==> config.mk <==
export PLATFORM = sky130hd
export DESIGN_NAME = clip_tri_sequencer
export DESIGN_NICKNAME = d
export VERILOG_FILES = /design/src/rtl/tauri_geo_pkg.sv /design/src/rtl/sat_counter.sv /design/src/rtl/clip_tri_sequencer.sv
export SDC_FILE = /design/constraint.sdc
export NUM_CORES = 2
export LEC_CHECK = 0
export BUFFER_PORTS_ARGS = -buffer_cell sky130_fd_sc_hd__buf_2
export CORE_AREA = 2 2 478 480
export DETAILED_ROUTE_END_ITERATION = 16
export DIE_AREA = 0 0 480 482
export PLACE_DENSITY_LB_ADDON = 0.3
export SLEW_MARGIN = 20
export SYNTH_ARGS = -nofsm -noshare
export SYNTH_HDL_FRONTEND = slang
export SYNTH_SLANG_ARGS = --single-unit
export TNS_END_PERCENT = 1
==> constraint.sdc <==
create_clock -name clk_i -period 2.41 [get_ports clk_i]
set_clock_uncertainty 0.2 [all_clocks]
set_input_delay 0.482 -clock clk_i [delete_from_list [all_inputs] [get_ports clk_i]]
set_output_delay 0.482 -clock clk_i [all_outputs]
set_load 0.02 [all_outputs]
==> src/rtl/tauri_geo_pkg.sv <==
// Shared geometry types and constants for the clipper-to-rasteriser path.
package tauri_geo_pkg;

    localparam int unsigned VERTS_PER_TRI = 3;
    localparam int unsigned MAX_CLIP_TRIS = 2;
    localparam int unsigned VERTEX_W      = 32;

    // Sequencer FSM states.
    typedef enum logic [1:0] {
        IDLE  = 2'd0,
        EMIT0 = 2'd1,
        EMIT1 = 2'd2
    } state_t;

    // Packed struct members fill from the MSB, so x is declared last to sit at the LSBs.
    typedef struct packed {
        logic [VERTEX_W-1:0] w;
        logic [VERTEX_W-1:0] z;
        logic [VERTEX_W-1:0] y;
        logic [VERTEX_W-1:0] x;
    } vertex_t;

endpackage

==> src/rtl/sat_counter.sv <==
// Saturating up-counter with synchronous clear; clear wins over increment.
module sat_counter #(
    parameter int unsigned WIDTH = 16
) (
    input  logic             clk_i,
    input  logic             rst_ni,
    input  logic             inc_i,
    input  logic             clr_i,
    output logic [WIDTH-1:0] count_o
);

    logic [WIDTH-1:0] count_d, count_q;

    // Next count: clear, else increment unless already all-ones.
    always_comb begin
        count_d = count_q;
        if (clr_i) begin
            count_d = '0;
        end else if (inc_i && !(&count_q)) begin
            count_d = count_q + {{(WIDTH-1){1'b0}}, 1'b1};
        end
    end

    // Count register.
    always_ff @(posedge clk_i or negedge rst_ni) begin
        if (!rst_ni) begin
            count_q <= '0;
        end else begin
            count_q <= count_d;
        end
    end

    assign count_o = count_q;

endmodule

==> src/rtl/clip_tri_sequencer.sv <==
// Captures a clip result (up to two triangles) and issues the triangles one at a time
// to the rasteriser over valid/ready, keeping culled/illegal/overflow statistics.
module clip_tri_sequencer
    import tauri_geo_pkg::*;
#(
    parameter int unsigned VERTEX_WIDTH = 32,
    parameter int unsigned CNT_WIDTH    = 16
) (
    input  logic                        clk_i,
    input  logic                        rst_ni,
    input  logic                        done_i,
    input  logic [1:0]                  num_triangles_i,
    input  logic [24*VERTEX_WIDTH-1:0]  clip_v_i,
    output logic                        ready_o,
    output logic                        tri_valid_o,
    input  logic                        tri_ready_i,
    output logic [12*VERTEX_WIDTH-1:0]  tri_v_o,
    output logic                        tri_last_o,
    input  logic                        clear_stats_i,
    output logic [CNT_WIDTH-1:0]        tri_count_o,
    output logic [CNT_WIDTH-1:0]        cull_count_o,
    output logic [CNT_WIDTH-1:0]        err_count_o
);

    localparam int unsigned TriW  = VERTS_PER_TRI * 4 * VERTEX_WIDTH;
    localparam int unsigned ClipW = MAX_CLIP_TRIS * TriW;

    state_t             state_d, state_q;
    logic               two_d, two_q;
    logic [ClipW-1:0]   buf_d, buf_q;
    logic               cull_inc, err_inc, tri_inc;

    // Next-state, capture and statistics-event decode.
    always_comb begin
        state_d  = state_q;
        two_d    = two_q;
        buf_d    = buf_q;
        cull_inc = 1'b0;
        err_inc  = 1'b0;
        unique case (state_q)
            IDLE: begin
                if (done_i) begin
                    unique case (num_triangles_i)
                        2'd0: cull_inc = 1'b1;
                        2'd3: err_inc  = 1'b1;
                        default: begin
                            buf_d   = clip_v_i;
                            two_d   = (num_triangles_i == 2'd2);
                            state_d = EMIT0;
                        end
                    endcase
                end
            end
            EMIT0: begin
                // A result arriving while busy is dropped and counted as overflow.
                err_inc = done_i;
                if (tri_ready_i) begin
                    state_d = two_q ? EMIT1 : IDLE;
                end
            end
            EMIT1: begin
                err_inc = done_i;
                if (tri_ready_i) begin
                    state_d = IDLE;
                end
            end
            default: state_d = IDLE;
        endcase
    end

    // FSM and capture buffer registers.
    always_ff @(posedge clk_i or negedge rst_ni) begin
        if (!rst_ni) begin
            state_q <= IDLE;
            two_q   <= 1'b0;
            buf_q   <= '0;
        end else begin
            state_q <= state_d;
            two_q   <= two_d;
            buf_q   <= buf_d;
        end
    end

    // Outputs decode straight from registered state, so valid/data/last stay stable under stall.
    always_comb begin
        ready_o     = (state_q == IDLE);
        tri_valid_o = (state_q == EMIT0) || (state_q == EMIT1);
        tri_last_o  = (state_q == EMIT1) || ((state_q == EMIT0) && !two_q);
        tri_v_o     = (state_q == EMIT1) ? buf_q[TriW +: TriW] : buf_q[0 +: TriW];
        tri_inc     = tri_valid_o && tri_ready_i;
    end

    sat_counter #(
        .WIDTH(CNT_WIDTH)
    ) u_tri_cnt (
        .clk_i  (clk_i),
        .rst_ni (rst_ni),
        .inc_i  (tri_inc),
        .clr_i  (clear_stats_i),
        .count_o(tri_count_o)
    );

    sat_counter #(
        .WIDTH(CNT_WIDTH)
    ) u_cull_cnt (
        .clk_i  (clk_i),
        .rst_ni (rst_ni),
        .inc_i  (cull_inc),
        .clr_i  (clear_stats_i),
        .count_o(cull_count_o)
    );

    sat_counter #(
        .WIDTH(CNT_WIDTH)
    ) u_err_cnt (
        .clk_i  (clk_i),
        .rst_ni (rst_ni),
        .inc_i  (err_inc),
        .clr_i  (clear_stats_i),
        .count_o(err_count_o)
    );

endmodule

==> flow_summary_export.csv <==
group,metric,value,unit
sta,finalCritPeriodShare,133.5,%
floorplanning,initial_utilization,15.79,%
finish,num-fill-cells,23660,
critical_path,required,1.73,ns
clock_tree,cts-buffers-inserted,102,
synthesis,synthCells,2380,
critical_path,critical_path.endpoint_type,"output port",
global_routing,grt_max_degree,84,
detailed_routing,top_layer,"met5",
floorplanning,core,226400,um2
power,ir_drop,0.0007199,V
critical_path,path_cells,"inv_2 > ha_4 > buf_12 > buf_12 > mux2_2 > buf_2",
finish,multiInputGateArea,15370,um2
critical_path,slowest_delay,0.42,ns
detailed_routing,route.detailed.drc,0,
clock_tree,insertion_delay,0.72,ns
sta,layout_setup_ws,-0.8075,ns
sta,setup_viol,401,
global_routing,grt_pass1_wl,240000,um
critical_path,startpoint_type,"register",
clock_tree,clock_sinks,819,
synthesis,synth.area.top_cells,"dfrtp_1 57%, mux2_2 37%, clkbuf_1 0.94%, buf_2 0.53%, a21oi_1 0.42%",
placement,io_buffers,1209,
floorplanning,dieArea,231400,um2
synthesis,synth_largest_area_cell,"dfrtp_1",
synthesis,synth_fp_nets,3165,
global_routing,globalRouteOverflowTotal,0,
clock_tree,htree_levels,3,
placement,place_congestion,0.8697,
placement,hpwl,140300,um
synthesis,netlist_area,35750,um2
synthesis,async_flop_share,100.0,%
detailed_routing,met1_length,75380,um
finish,fin_nets,5315,
clock_tree,clock-root-buffer,"clkbuf_16",
finish,regArea,20490,um2
critical_path,worst-setup-path-type,"register to output port",
power,leakagePower,26.85,nW
power,p_per_area,1239,nW/um2
synthesis,synth_edf_count,0,
run_status,status,"finished, violations left",
run,maxCapViolations,0,
min_path,holdCritStartpoint,"done_i",
detailed_routing,first_pass_iters,5,
critical_path,cp_common_cell,"buf_12",
finish,mostFrequentLayoutCells,"1087 x buf_2, 996 x mux2_2, 819 x dfrtp_1",
clock_tree,cts_tree,"built",
synthesis,synth-main-ff-cell,"dfrtp_1",
sta,timing.slew.headroom,38.25,%
min_path,min_path_cells,5,
finish,design_area,60070,um2
detailed_routing,routed_wl,175200,um
detailed_routing,dr_total_vias,28890,
sta,fmax,0.3108,GHz
critical_path,cp_max_fo,34,
synthesis,synth.avg_cell_area,15.02,um2
run_status,violations,"negative setup slack",
detailed_routing,routed-wl-met3,14120,um
finish,final_common_cell,"buf_2",
placement,place_ws,-0.2337,ns
sta,rsz0062_at_grt,"true",
sta,drv_slew,0,
global_routing,track_usage,14.52,%
detailed_routing,wl_per_cell,22.92,um
detailed_routing,vias_per_cell,3.779,
critical_path,cp_slowest_cell,"mux2_2",
detailed_routing,antenna_left,0,
placement,placed_area,47010,um2
critical_path,cp.arrival,2.54,ns
synthesis,ys_warn_count,0,
synthesis,ys_ff_latch,819,
detailed_routing,drtIter0Drc,1280,
sta,finalHoldViolCount,0,
power,p_total,74.44,mW
clock_tree,path_clk_slew,0.06,ns
global_routing,grt_antenna_before_repair,42,
sta,tightest_slew,0.9232,ns
synthesis,ys_seq_area_share,57.32,%
critical_path,crit-reg2reg-launch,"state_q[0]",
sta,setup_tns,-269.50,ns
floorplanning,fp.dieH,482,um
floorplanning,die_w,480,um
floorplanning,num_io_pins,1210,
clock_tree,clk_path_buf_depth,3,
critical_path,critical_path.startpoint,"state_q[0]",
detailed_routing,dr_wl_met2,81810,um
finish,syn2layout_area_growth,68.00,%
synthesis,synth_top_area_share,57.32,%
global_routing,grt_pass1_vias,31410,
synthesis,synth.distinct_cells,47,
finish,drive_gt1_share,59.96,%
sta,fin_crit,3.218,ns
min_path,hold_class,"input pin to register",
critical_path,rr_worst_depth,9,
floorplanning,row_count,175,
-- per-layer routing --
| metal | GRT usage, % | vias to the layer above |
|---|---|---|
| met5 | 0.6127 | - |
| met4 | 3.371 | 8 |
| met3 | 5.155 | 183 |
| met2 | 23.68 | 1059 |
| met1 | 18.24 | 14660 |
| li1 | - | 12990 |
-- synth_stat cells (all sizes together), types with 4 or more instances --
cell / count
mux2: 1161
a21oi: 30
or4: 17
dfrtp: 819
buf: 47
ha: 10
o31ai: 16
nand4: 14
clkbuf: 90
nor2: 20
o21ai: 18
or2: 4
and4: 4
nand2: 22
nor2b: 9
inv: 14
or3: 12
nor4: 7
nand3: 22
nor3: 8
-- worst paths after layout --
check                                   endpoint  slack, ns
max                                 tri_v_o[347]      -0.81
min                         u_err_cnt.count_o[1]       0.22
min reg2reg                           buf_q[611]       0.30
min in group asynchronous             buf_q[725]       0.27
max reg2reg                u_cull_cnt.count_o[8]      -0.02
max in group asynchronous             buf_q[643]       0.41
-- power breakdown --
group | total [mW] | leakage [nW] | switching, mW | internal, mW
sequential | 25.0 | 9.76 | 4.61 | 20.4
clock | 16.1 | 1.73 | 6.56 | 9.51
combinational | 33.4 | 15.4 | 17.0 | 16.4
total | 74.4 | 26.8 | 28.1 | 46.3
-- worst max-delay path: cells and delay by family, from the launching register on --
family | cells | cell delay [ns]
mux | 1 | 0.42
flops | 1 | 0.39
buf+inv | 4 | 0.71
fa+ha+maj | 1 | 0.19
-- state kept, by name, indices dropped and copies added, names as in the netlist --
signal	cells
buf_q	768
state_q	2
two_q	1
u_cull_cnt.count_o	16
u_err_cnt.count_o	16
u_tri_cnt.count_o	16
-- layout make-up --
type | instances | area share, %
Multi-Input combinational cell | 1410 | 25.58
Timing Repair Buffer | 2183 | 28.03
Clock inverter | 35 | 0.7374
Clock buffer | 152 | 5.081
Sequential cell | 819 | 34.12
Inverter | 14 | 0.08749
Tap cell | 3009 | 6.268
Antenna cell | 23 | 0.09582
-- kinds of logic (layout without fill, tap and decap cells) --
group | Yosys count | after routing | synth area share [%]
DFF | 819 | 819 | 57.32
other | 0 | 23 | 0
and+or+nand+nor | 151 | 151 | 2.488
adders and majority gates | 10 | 10 | 0.3500
AOI/OAI and AO/OA | 86 | 86 | 1.498
muxes | 1163 | 1163 | 36.62
buffers and inverters | 151 | 2384 | 1.718
-- metrics by stage --
stage | std cells | hold WS [ns] | utilization, %
6_report | 7645 | 0.2233 | 26.53
5_1_grt | 7636 | 0.1677 | 26.52
4_1_cts | 7617 | 0.09416 | 26.29
3_5_place_dp | 6647 | 0.1951 | 20.77
3_3_place_gp | 6647 | 0.1974 | 20.77
2_1_floorplan | 2380 | -0.01359 | -
-- repair_timing --
item | 4_1_cts | 5_1_grt
hold buffers | 774 | 0
gates cloned | 4 | 1
hold endpoints to repair | 1190 | 0
endpoints found under the setup margin | 758 | 866
gates resized for setup | 310 | 124
pin swaps | 1 | 2
buffers inserted | 5 | 4
Power figures use the tool's default switching activity.
